**src/rtl/regfile_2r1w_pkg.sv**
```systemverilog
// Shared definitions for the 2-read/1-write register file: sizing, the zero
// register address and the read-source priority used by both data and busy paths.
package regfile_2r1w_pkg;

    localparam int ZERO_ADDR = 0;

    // Where a read port takes its value from, after applying the override rules.
    typedef enum logic [1:0] {
        SRC_ARRAY  = 2'd0,
        SRC_BYPASS = 2'd1,
        SRC_ZERO   = 2'd2
    } rd_src_e;

    function automatic int nregs_of(input int addr_bits);
        return 1 << addr_bits;
    endfunction

    // Zero register beats bypass, bypass beats the stored value.
    function automatic rd_src_e resolve_src(
        input logic zero_en,
        input logic bypass_en,
        input logic is_zero_addr,
        input logic write_hit
    );
        if (zero_en && is_zero_addr) begin
            return SRC_ZERO;
        end
        if (bypass_en && write_hit) begin
            return SRC_BYPASS;
        end
        return SRC_ARRAY;
    endfunction

endpackage

```
**src/rtl/regfile_2r1w_scoreboard.sv**
```systemverilog
// Per-register pending-write scoreboard: issue sets, writeback clears (set wins
// on a same-address collision), with two masked busy read ports.
module regfile_2r1w_scoreboard
    import regfile_2r1w_pkg::*;
#(
    parameter int ADDR_BITS = 4,
    parameter int ZERO_REG  = 1,
    parameter int BYPASS    = 1
) (
    input  logic                 clk,
    input  logic                 reset,
    input  logic                 we,
    input  logic [ADDR_BITS-1:0] waddr,
    input  logic                 set_busy,
    input  logic [ADDR_BITS-1:0] busy_addr,
    input  logic [ADDR_BITS-1:0] raddr_a,
    input  logic [ADDR_BITS-1:0] raddr_b,
    output logic                 busy_a,
    output logic                 busy_b
);

    localparam int                   NREGS     = nregs_of(ADDR_BITS);
    localparam logic                 ZERO_EN   = (ZERO_REG != 0);
    localparam logic                 BYPASS_EN = (BYPASS != 0);
    localparam logic [ADDR_BITS-1:0] ZERO_A    = ADDR_BITS'(ZERO_ADDR);

    logic [NREGS-1:0] busy_q;
    logic [NREGS-1:0] busy_d;
    rd_src_e          src_a;
    rd_src_e          src_b;

    // Clear first, then set, so a new producer issued in the same cycle as the
    // old one retires keeps the register pending.
    always_comb begin
        busy_d = busy_q;
        if (we) begin
            busy_d[waddr] = 1'b0;
        end
        if (set_busy && !(ZERO_EN && busy_addr == ZERO_A)) begin
            busy_d[busy_addr] = 1'b1;
        end
    end

    // NOTE: state is updated with non-blocking assignments only; the next value
    // is built in always_comb so the flop process stays a plain register.
    always_ff @(posedge clk or negedge reset) begin
        if (!reset) begin
            busy_q <= '0;
        end else begin
            busy_q <= busy_d;
        end
    end

    // Only the registered bits feed the outputs: no path from set_busy.
    always_comb begin
        src_a  = resolve_src(ZERO_EN, BYPASS_EN, raddr_a == ZERO_A, we && waddr == raddr_a);
        src_b  = resolve_src(ZERO_EN, BYPASS_EN, raddr_b == ZERO_A, we && waddr == raddr_b);
        busy_a = (src_a == SRC_ARRAY) ? busy_q[raddr_a] : 1'b0;
        busy_b = (src_b == SRC_ARRAY) ? busy_q[raddr_b] : 1'b0;
    end

endmodule

```
**src/rtl/regfile_2r1w.sv**
```systemverilog
// Parametrised CPU register file: two combinational read ports, one synchronous
// write port, optional zero register, optional write-to-read bypass, busy scoreboard.
module regfile_2r1w
    import regfile_2r1w_pkg::*;
#(
    parameter int WIDTH     = 32,
    parameter int ADDR_BITS = 4,
    parameter int ZERO_REG  = 1,
    parameter int BYPASS    = 1
) (
    input  logic                 clk,
    input  logic                 reset,
    input  logic                 we,
    input  logic [ADDR_BITS-1:0] waddr,
    input  logic [WIDTH-1:0]     wdata,
    input  logic                 set_busy,
    input  logic [ADDR_BITS-1:0] busy_addr,
    input  logic [ADDR_BITS-1:0] raddr_a,
    input  logic [ADDR_BITS-1:0] raddr_b,
    output logic [WIDTH-1:0]     rdata_a,
    output logic [WIDTH-1:0]     rdata_b,
    output logic                 busy_a,
    output logic                 busy_b
);

    localparam int                   NREGS     = nregs_of(ADDR_BITS);
    localparam logic                 ZERO_EN   = (ZERO_REG != 0);
    localparam logic                 BYPASS_EN = (BYPASS != 0);
    localparam logic [ADDR_BITS-1:0] ZERO_A    = ADDR_BITS'(ZERO_ADDR);

    logic [WIDTH-1:0] regs [NREGS];
    rd_src_e          src_a;
    rd_src_e          src_b;

    // NOTE: the array is reset because software relies on every register
    // reading 0 after reset; this keeps it in flops rather than a RAM macro.
    always_ff @(posedge clk or negedge reset) begin
        if (!reset) begin
            for (int i = 0; i < NREGS; i++) begin
                regs[i] <= '0;
            end
        end else if (we && !(ZERO_EN && waddr == ZERO_A)) begin
            regs[waddr] <= wdata;
        end
    end

    // NOTE: every output gets a value on every path, so no latch is inferred.
    always_comb begin
        src_a = resolve_src(ZERO_EN, BYPASS_EN, raddr_a == ZERO_A, we && waddr == raddr_a);
        src_b = resolve_src(ZERO_EN, BYPASS_EN, raddr_b == ZERO_A, we && waddr == raddr_b);

        unique case (src_a)
            SRC_ZERO:   rdata_a = '0;
            SRC_BYPASS: rdata_a = wdata;
            default:    rdata_a = regs[raddr_a];
        endcase

        unique case (src_b)
            SRC_ZERO:   rdata_b = '0;
            SRC_BYPASS: rdata_b = wdata;
            default:    rdata_b = regs[raddr_b];
        endcase
    end

    regfile_2r1w_scoreboard #(
        .ADDR_BITS (ADDR_BITS),
        .ZERO_REG  (ZERO_REG),
        .BYPASS    (BYPASS)
    ) u_scoreboard (
        .clk       (clk),
        .reset     (reset),
        .we        (we),
        .waddr     (waddr),
        .set_busy  (set_busy),
        .busy_addr (busy_addr),
        .raddr_a   (raddr_a),
        .raddr_b   (raddr_b),
        .busy_a    (busy_a),
        .busy_b    (busy_b)
    );

endmodule

```
**config.mk**
```make
export PLATFORM = sky130hd
export DESIGN_NAME = regfile_2r1w
export DESIGN_NICKNAME = d
export VERILOG_FILES = /design/src/rtl/regfile_2r1w_pkg.sv /design/src/rtl/regfile_2r1w_scoreboard.sv /design/src/rtl/regfile_2r1w.sv
export SDC_FILE = /design/constraint.sdc
export NUM_CORES = 1
export LEC_CHECK = 0
export ABC_CLOCK_PERIOD_IN_PS = 3810
export CORE_ASPECT_RATIO = 1.25
export CORE_UTILIZATION = 40
export CTS_CLUSTER_DIAMETER = 80
export DETAILED_ROUTE_END_ITERATION = 16
export GPL_TIMING_DRIVEN = 1
export PLACE_DENSITY_LB_ADDON = 0.05
export SLEW_MARGIN = 15
export SYNTH_ARGS = -nofsm -noshare
export SYNTH_HDL_FRONTEND = slang
export SYNTH_SLANG_ARGS = --single-unit
```
**constraint.sdc**
```tcl
create_clock -name clk -period 3.81 [get_ports clk]
set_input_delay 0.9525 -clock clk [delete_from_list [all_inputs] [get_ports clk]]
set_output_delay 0.9525 -clock clk [all_outputs]
set_load 0.03 [all_outputs]
```
======== After elaboration in Yosys (flattened, before gate mapping) ========
Cells that the tools add are included.
storage, ports and cells
  output and inout port bits .............. 66
  register bits after elaboration ......... 528
  input port bits ......................... 52
  word-level logic and storage cells ...... 91
operators by class
  equal/unequal tests ..................... 6
  reduce and logical (&&, ||, !) cells .... 15
  $lt $le $gt $ge ......................... 10
  bitwise operators ....................... 6
  muxes and demuxes ....................... 37
operators with widths
  kind                                                                          number
  512-bit bitwise mux                                                           1
  32-bit binary-select mux with 4-bit select                                    2
  32-bit two-way mux                                                            5
  32-bit demux with 4-bit select                                                1
  32-bit case mux with 2 select lines                                           2
  16-bit two-way mux                                                            2
  4-bit by 5-bit less-than comparator with 1-bit output, second input constant  4
  16-bit AND                                                                    1
  4-bit zero test                                                               4
  2-bit two-way mux                                                             8
  16-bit NOT                                                                    1
  16-bit bitwise OR                                                             1
  5-bit >= comparator, second input constant                                    3
  4-bit NOT with 5-bit output                                                   3
  1-bit two-way mux                                                             12
  1-bit binary-select mux with 4-bit select                                     2
  1-bit demux with 4-bit select                                                 2
  4-bit equality test                                                           2
  4-bit by 1-bit >= comparator with 1-bit output, second input constant         2
  1-bit logical AND                                                             7
  5-bit by 1-bit less-than comparator with 1-bit output, second input constant  1
  2-bit by 1-bit equality test with 1-bit output, second input constant         2
  2-bit equality test, second input constant                                    2
  2-bit zero test                                                               2
  1-bit zero test                                                               2

======== Logic depth before layout (Yosys ltp) ========
  depth after elaboration ................. 9
  gate-level depth with buffers ........... 7
  gate-level depth less buffers ........... 5

======== By module ========
A second synthesis with hierarchy kept.
second synthesis, totals
  cells, all modules ...................... 1879
  area, all modules ....................... 28164.5 sq um
by module, submodules not included
  module                   sequential area each (sq um)  cells each  area each (sq um)  times used
  regfile_2r1w             12812.3                       1774        27099.7            1
  regfile_2r1w_scoreboard  400.4                         105         1064.8             1

======== Worst setup path after synthesis ========
OpenSTA, ideal clock, no wires.
  kind .................................... in2out
  start point ............................. in raddr_b[2]
  end point ............................... out rdata_b[10]
  required time ........................... 2858 ps
  setup slack ............................. 362 ps
  data arrival time ....................... 2496 ps
  path buffers ............................ 3
  stages on the path ...................... 7
  cells stage by stage .................... buf_2 > buf_2 > clkbuf_1 > mux4_2 > a22oi_1 > nand2_1 > a22o_1
on the way
  longest elaborated chain between the ends .. 8
  elaborated cells on any way between the ends .. 16
ends and longest elaborated chain
  element                                                                                       line                    source
  start, declared                                                                               regfile_2r1w.sv:19      input logic [ADDR_BITS-1:0] raddr_b,
  4-bit equality test                                                                           regfile_2r1w.sv:50      src_b = resolve_src(ZERO_EN, BYPASS_EN, raddr_b == ZERO_A, we && waddr == raddr_b);
  1-bit logical AND                                                                             regfile_2r1w.sv:50
  1-bit two-way mux (2 in a row)                                                                regfile_2r1w_pkg.sv:28  if (bypass_en && write_hit) begin
  2-bit two-way mux                                                                             regfile_2r1w_pkg.sv:31  return SRC_ARRAY;
  2-bit two-way mux                                                                             regfile_2r1w_pkg.sv:28
  2-bit by 1-bit equality test with 1-bit output / 2-bit equality test (equally long branches)  regfile_2r1w.sv:58      unique case (src_b)
  32-bit case mux with 2 select lines *                                                         regfile_2r1w.sv:58
  end, declared                                                                                 regfile_2r1w.sv:21      output logic [WIDTH-1:0] rdata_b,
Every way passes the cells marked *; elsewhere a longest branch is shown, timed or not. The select of a mux whose other input is x is not followed.

======== Worst setup path after layout ========
  start point ............................. in raddr_b[1]
  end point ............................... out rdata_b[14]
Same word-level chain as after synthesis.

==> impl_metrics.csv <==
group,metric,value,unit
outcome,run_status,"complete, no violations",
global_routing,global_route.overflow_total,0,
worst_setup_path,path_cells,"clkdlybuf4s15_2, buf_4, buf_4, and2_2, buf_12, a22oi_2, nand2_1, a22o_1, buf_12",
synthesis,synth_area_per_cell,15.1,um2
clock_network,clk_root_buffer_cell,"sky130_fd_sc_hd__clkbuf_16",
worst_setup_path,path_delay_family,"buffers and inverters",
global_routing,first_global_vias,19200,
place,number_of_port_buffers,117,
floorplan,dieWidth,238,um
clock_network,ctsHtreeMaxLevel,2,
floorplan,fp.dieH,298,um
floorplan,core_region_area,69300,um2
synthesis,mappedNetlistNets,1901,
worst_hold_path,min-delay-path-class,"primary input to async pin",
floorplan,initial_utilization,0.403,
global_routing,antenna_violations_before_repair,0,
clock_network,ctsLongestPathBuffers,3,
synthesis,synthesis.instances,1849,
timing,max_slew_margin,0.489,
detailed_routing,detail-route-antenna-nets,0,
place,final_weighted_congestion_in_routability_driven_placement,0.793,
layout,layout-drive-gt1-share,0.580,
flow_run,max_cap_viol_count,0,
timing,fin_skew,0,ps
worst_setup_path,worst-endpoint-required,2860,ps
power,cellLeakagePower,0.0146,uW
detailed_routing,drt-vias-per-instance,6.06,
worst_setup_path,max_stage_delay,350,ps
timing,finalHoldViolations,0,
detailed_routing,drt_wl_total,92.8,mm
floorplan,dieArea,71000,um2
timing,period_minus_slack,3810,ps
floorplan,num_io_pins,118,
worst_setup_path,worst_setup_path_start_kind,"primary input",
floorplan,placement_rows,108,
layout,commonest_non_fill_non_tap_cells_in_the_layout,"sky130_fd_sc_hd__dfrtp_1, sky130_fd_sc_hd__mux2_2, sky130_fd_sc_hd__mux4_2",
clock_network,number_of_buffers_inserted_during_clock_tree_synthesis,59,
detailed_routing,remaining_drc_errors,0,
worst_setup_path,critical_path_arrival,2860,ps
clock_network,clock_sink_count,528,
synthesis,synth_area,28000,um2
worst_setup_path,crit_path_capture_type,"output port",
detailed_routing,drt-initial-drc-count,1091,
global_routing,grt_first_pass_wirelength,136,mm
worst_setup_path,crit_slowest_cell,"sky130_fd_sc_hd__a22oi_2",
clock_network,cts.reportedPaths.clkPinSlew,70,ps
clock_network,cts.hold.buffers_added,0,
layout,fin_util,0.504,
worst_setup_path,timing.critical_path.fanout_max,16,
power,peak_supply_drop,0.390,mV
timing,hold_slack,308,ps
global_routing,grt_start_max_net_pins,76,
timing,layout_worst_path_cycle_share,0.999,
layout,nets_final,2061,
synthesis,seq_area_frac_synth,0.473,
timing,worstMarginPinSlew,766,ps
place,hpwl,56.5,mm
clock_network,tritoncts,"yes",
clock_network,worst_skew_pair.late_latency,620,ps
detailed_routing,vias,18100,
worst_setup_path,path_class,"primary input to output port",
layout,area_delta_synth_final,25.0,%
global_routing,grt_usage,0.266,
synthesis,synth.distinct_cells,34,
synthesis,ys_ff_latch,528,
power,power_density,540,nW/um2
synthesis,yosysWarningCount,0,
layout,insertedDiodeCount,0,
timing,setup-violations-final,0,
timing,max_clock_freq,0.263,GHz
detailed_routing,first_pass_iters,6,
layout,final_common_cell,"sky130_fd_sc_hd__dfrtp_1",
worst_setup_path,crit_buf_inv,5,
timing,pins_over_slew_limit,0,
detailed_routing,post_drt_wl_per_cell,31.0,um
## final timing paths
| check | from | to | cells past startpoint | slack (ps) |
|---|---|---|---|---|
| hold / removal | reset | u_scoreboard.busy_q[11] | 1 | 310 |
| setup reg to reg | regs[413] | regs[413] | 1 | 3010 |
| setup / recovery | raddr_b[1] | rdata_b[14] | 9 | 2 |
| hold reg to reg | regs[483] | regs[483] | 0 | 390 |
| max in group asynchronous | reset | regs[104] | 2 | 2420 |
| min in group clk | regs[483] | regs[483] | 0 | 390 |
## sequential cells by signal, indices dropped and copies added, names as in the netlist
register,count
regs,512
u_scoreboard.busy_q,16
## area by class of cell
class | instances | area [um2]
clock buffer | 87 | 1770
clock inverter | 23 | 282
fill | 5811 | 34400
inverter | 4 | 15.0
multi-input combinational | 1097 | 14200
sequential | 528 | 13200
tap | 935 | 1170
timing repair buffer | 319 | 4340
## Yosys cell counts
library cell,n,area [um2]
sky130_fd_sc_hd__buf_2,74,370
sky130_fd_sc_hd__nor3b_1,2,15.0
sky130_fd_sc_hd__buf_4,3,22.5
sky130_fd_sc_hd__buf_1,8,30.0
sky130_fd_sc_hd__mux2_2,481,5420
sky130_fd_sc_hd__o21ba_2,1,10.0
sky130_fd_sc_hd__a22oi_1,128,961
sky130_fd_sc_hd__buf_6,14,158
sky130_fd_sc_hd__o21ai_1,1,5.00
sky130_fd_sc_hd__a21boi_0,1,7.51
sky130_fd_sc_hd__nand2b_1,3,18.8
sky130_fd_sc_hd__a32o_1,3,30.0
sky130_fd_sc_hd__o22a_1,1,8.76
sky130_fd_sc_hd__a22o_1,65,569
sky130_fd_sc_hd__nor2_1,14,52.6
sky130_fd_sc_hd__nand4_1,2,12.5
sky130_fd_sc_hd__mux2i_1,1,10.0
sky130_fd_sc_hd__a21oi_1,2,10.0
sky130_fd_sc_hd__clkbuf_1,123,462
sky130_fd_sc_hd__o31ai_2,1,12.5
sky130_fd_sc_hd__mux4_2,265,5970
sky130_fd_sc_hd__and3_1,1,6.26
sky130_fd_sc_hd__o211a_1,1,10.0
sky130_fd_sc_hd__or3_1,3,18.8
sky130_fd_sc_hd__and2_1,3,18.8
sky130_fd_sc_hd__nand3_1,4,20.0
sky130_fd_sc_hd__nand3b_1,3,22.5
sky130_fd_sc_hd__nor3_1,3,15.0
sky130_fd_sc_hd__inv_1,4,15.0
sky130_fd_sc_hd__xnor2_1,6,52.6
sky130_fd_sc_hd__o21ai_0,20,100
sky130_fd_sc_hd__nor2b_1,6,37.5
sky130_fd_sc_hd__dfrtp_1,528,13200
sky130_fd_sc_hd__nand2_1,74,278
## per-stage QoR
step           cell area (um2)  setup TNS (ps)  cells  power [uW]  worst slack [ps]
6_report                 34900               0   2993       18900              2.14
3_3_place_gp             32200          -15560   2859       12600              -385
5_1_grt                  34900          -0.308   2993       19700            -0.308
2_1_floorplan            28000               0   1849       10700               362
3_5_place_dp             32200          -15620   2859       12800              -413
4_1_cts                  34600            -105   2979       18900             -22.1
## cell families after synthesis
group | share of synthesized area
and+or+nand+nor | 0.0184
AOI/OAI and AO/OA | 0.0617
DFF | 0.473
buffers and inverters | 0.0378
muxes | 0.408
xor gates and xnor gates | 0.00188
## layer usage
metal / wire length [um] / global-route usage / vias to the layer above
met3: 4420 / 0.0491 / 174
met5: 0 / 0 / -
li1: - / - / 7529
met4: 3680 / 0.105 / 0
met1: 40500 / 0.368 / 9921
met2: 44200 / 0.414 / 503
## where the power goes
| group | internal (uW) | switching, uW |
|---|---|---|
| registers | 6840 | 870 |
| logic | 3050 | 2040 |
| clock network | 3570 | 2490 |
| total | 13500 | 5400 |
## timing repair
| item | in CTS | in global routing |
|---|---|---|
| gates cloned | 4 | 1 |
| buffers inserted | 6 | 13 |
| pin swaps | 4 | 8 |
| endpoints found under the hold margin | 0 | 0 |
| resized for setup | 43 | 40 |
| setup endpoints to repair | 66 | 64 |
(Power assumes the default switching activity.)
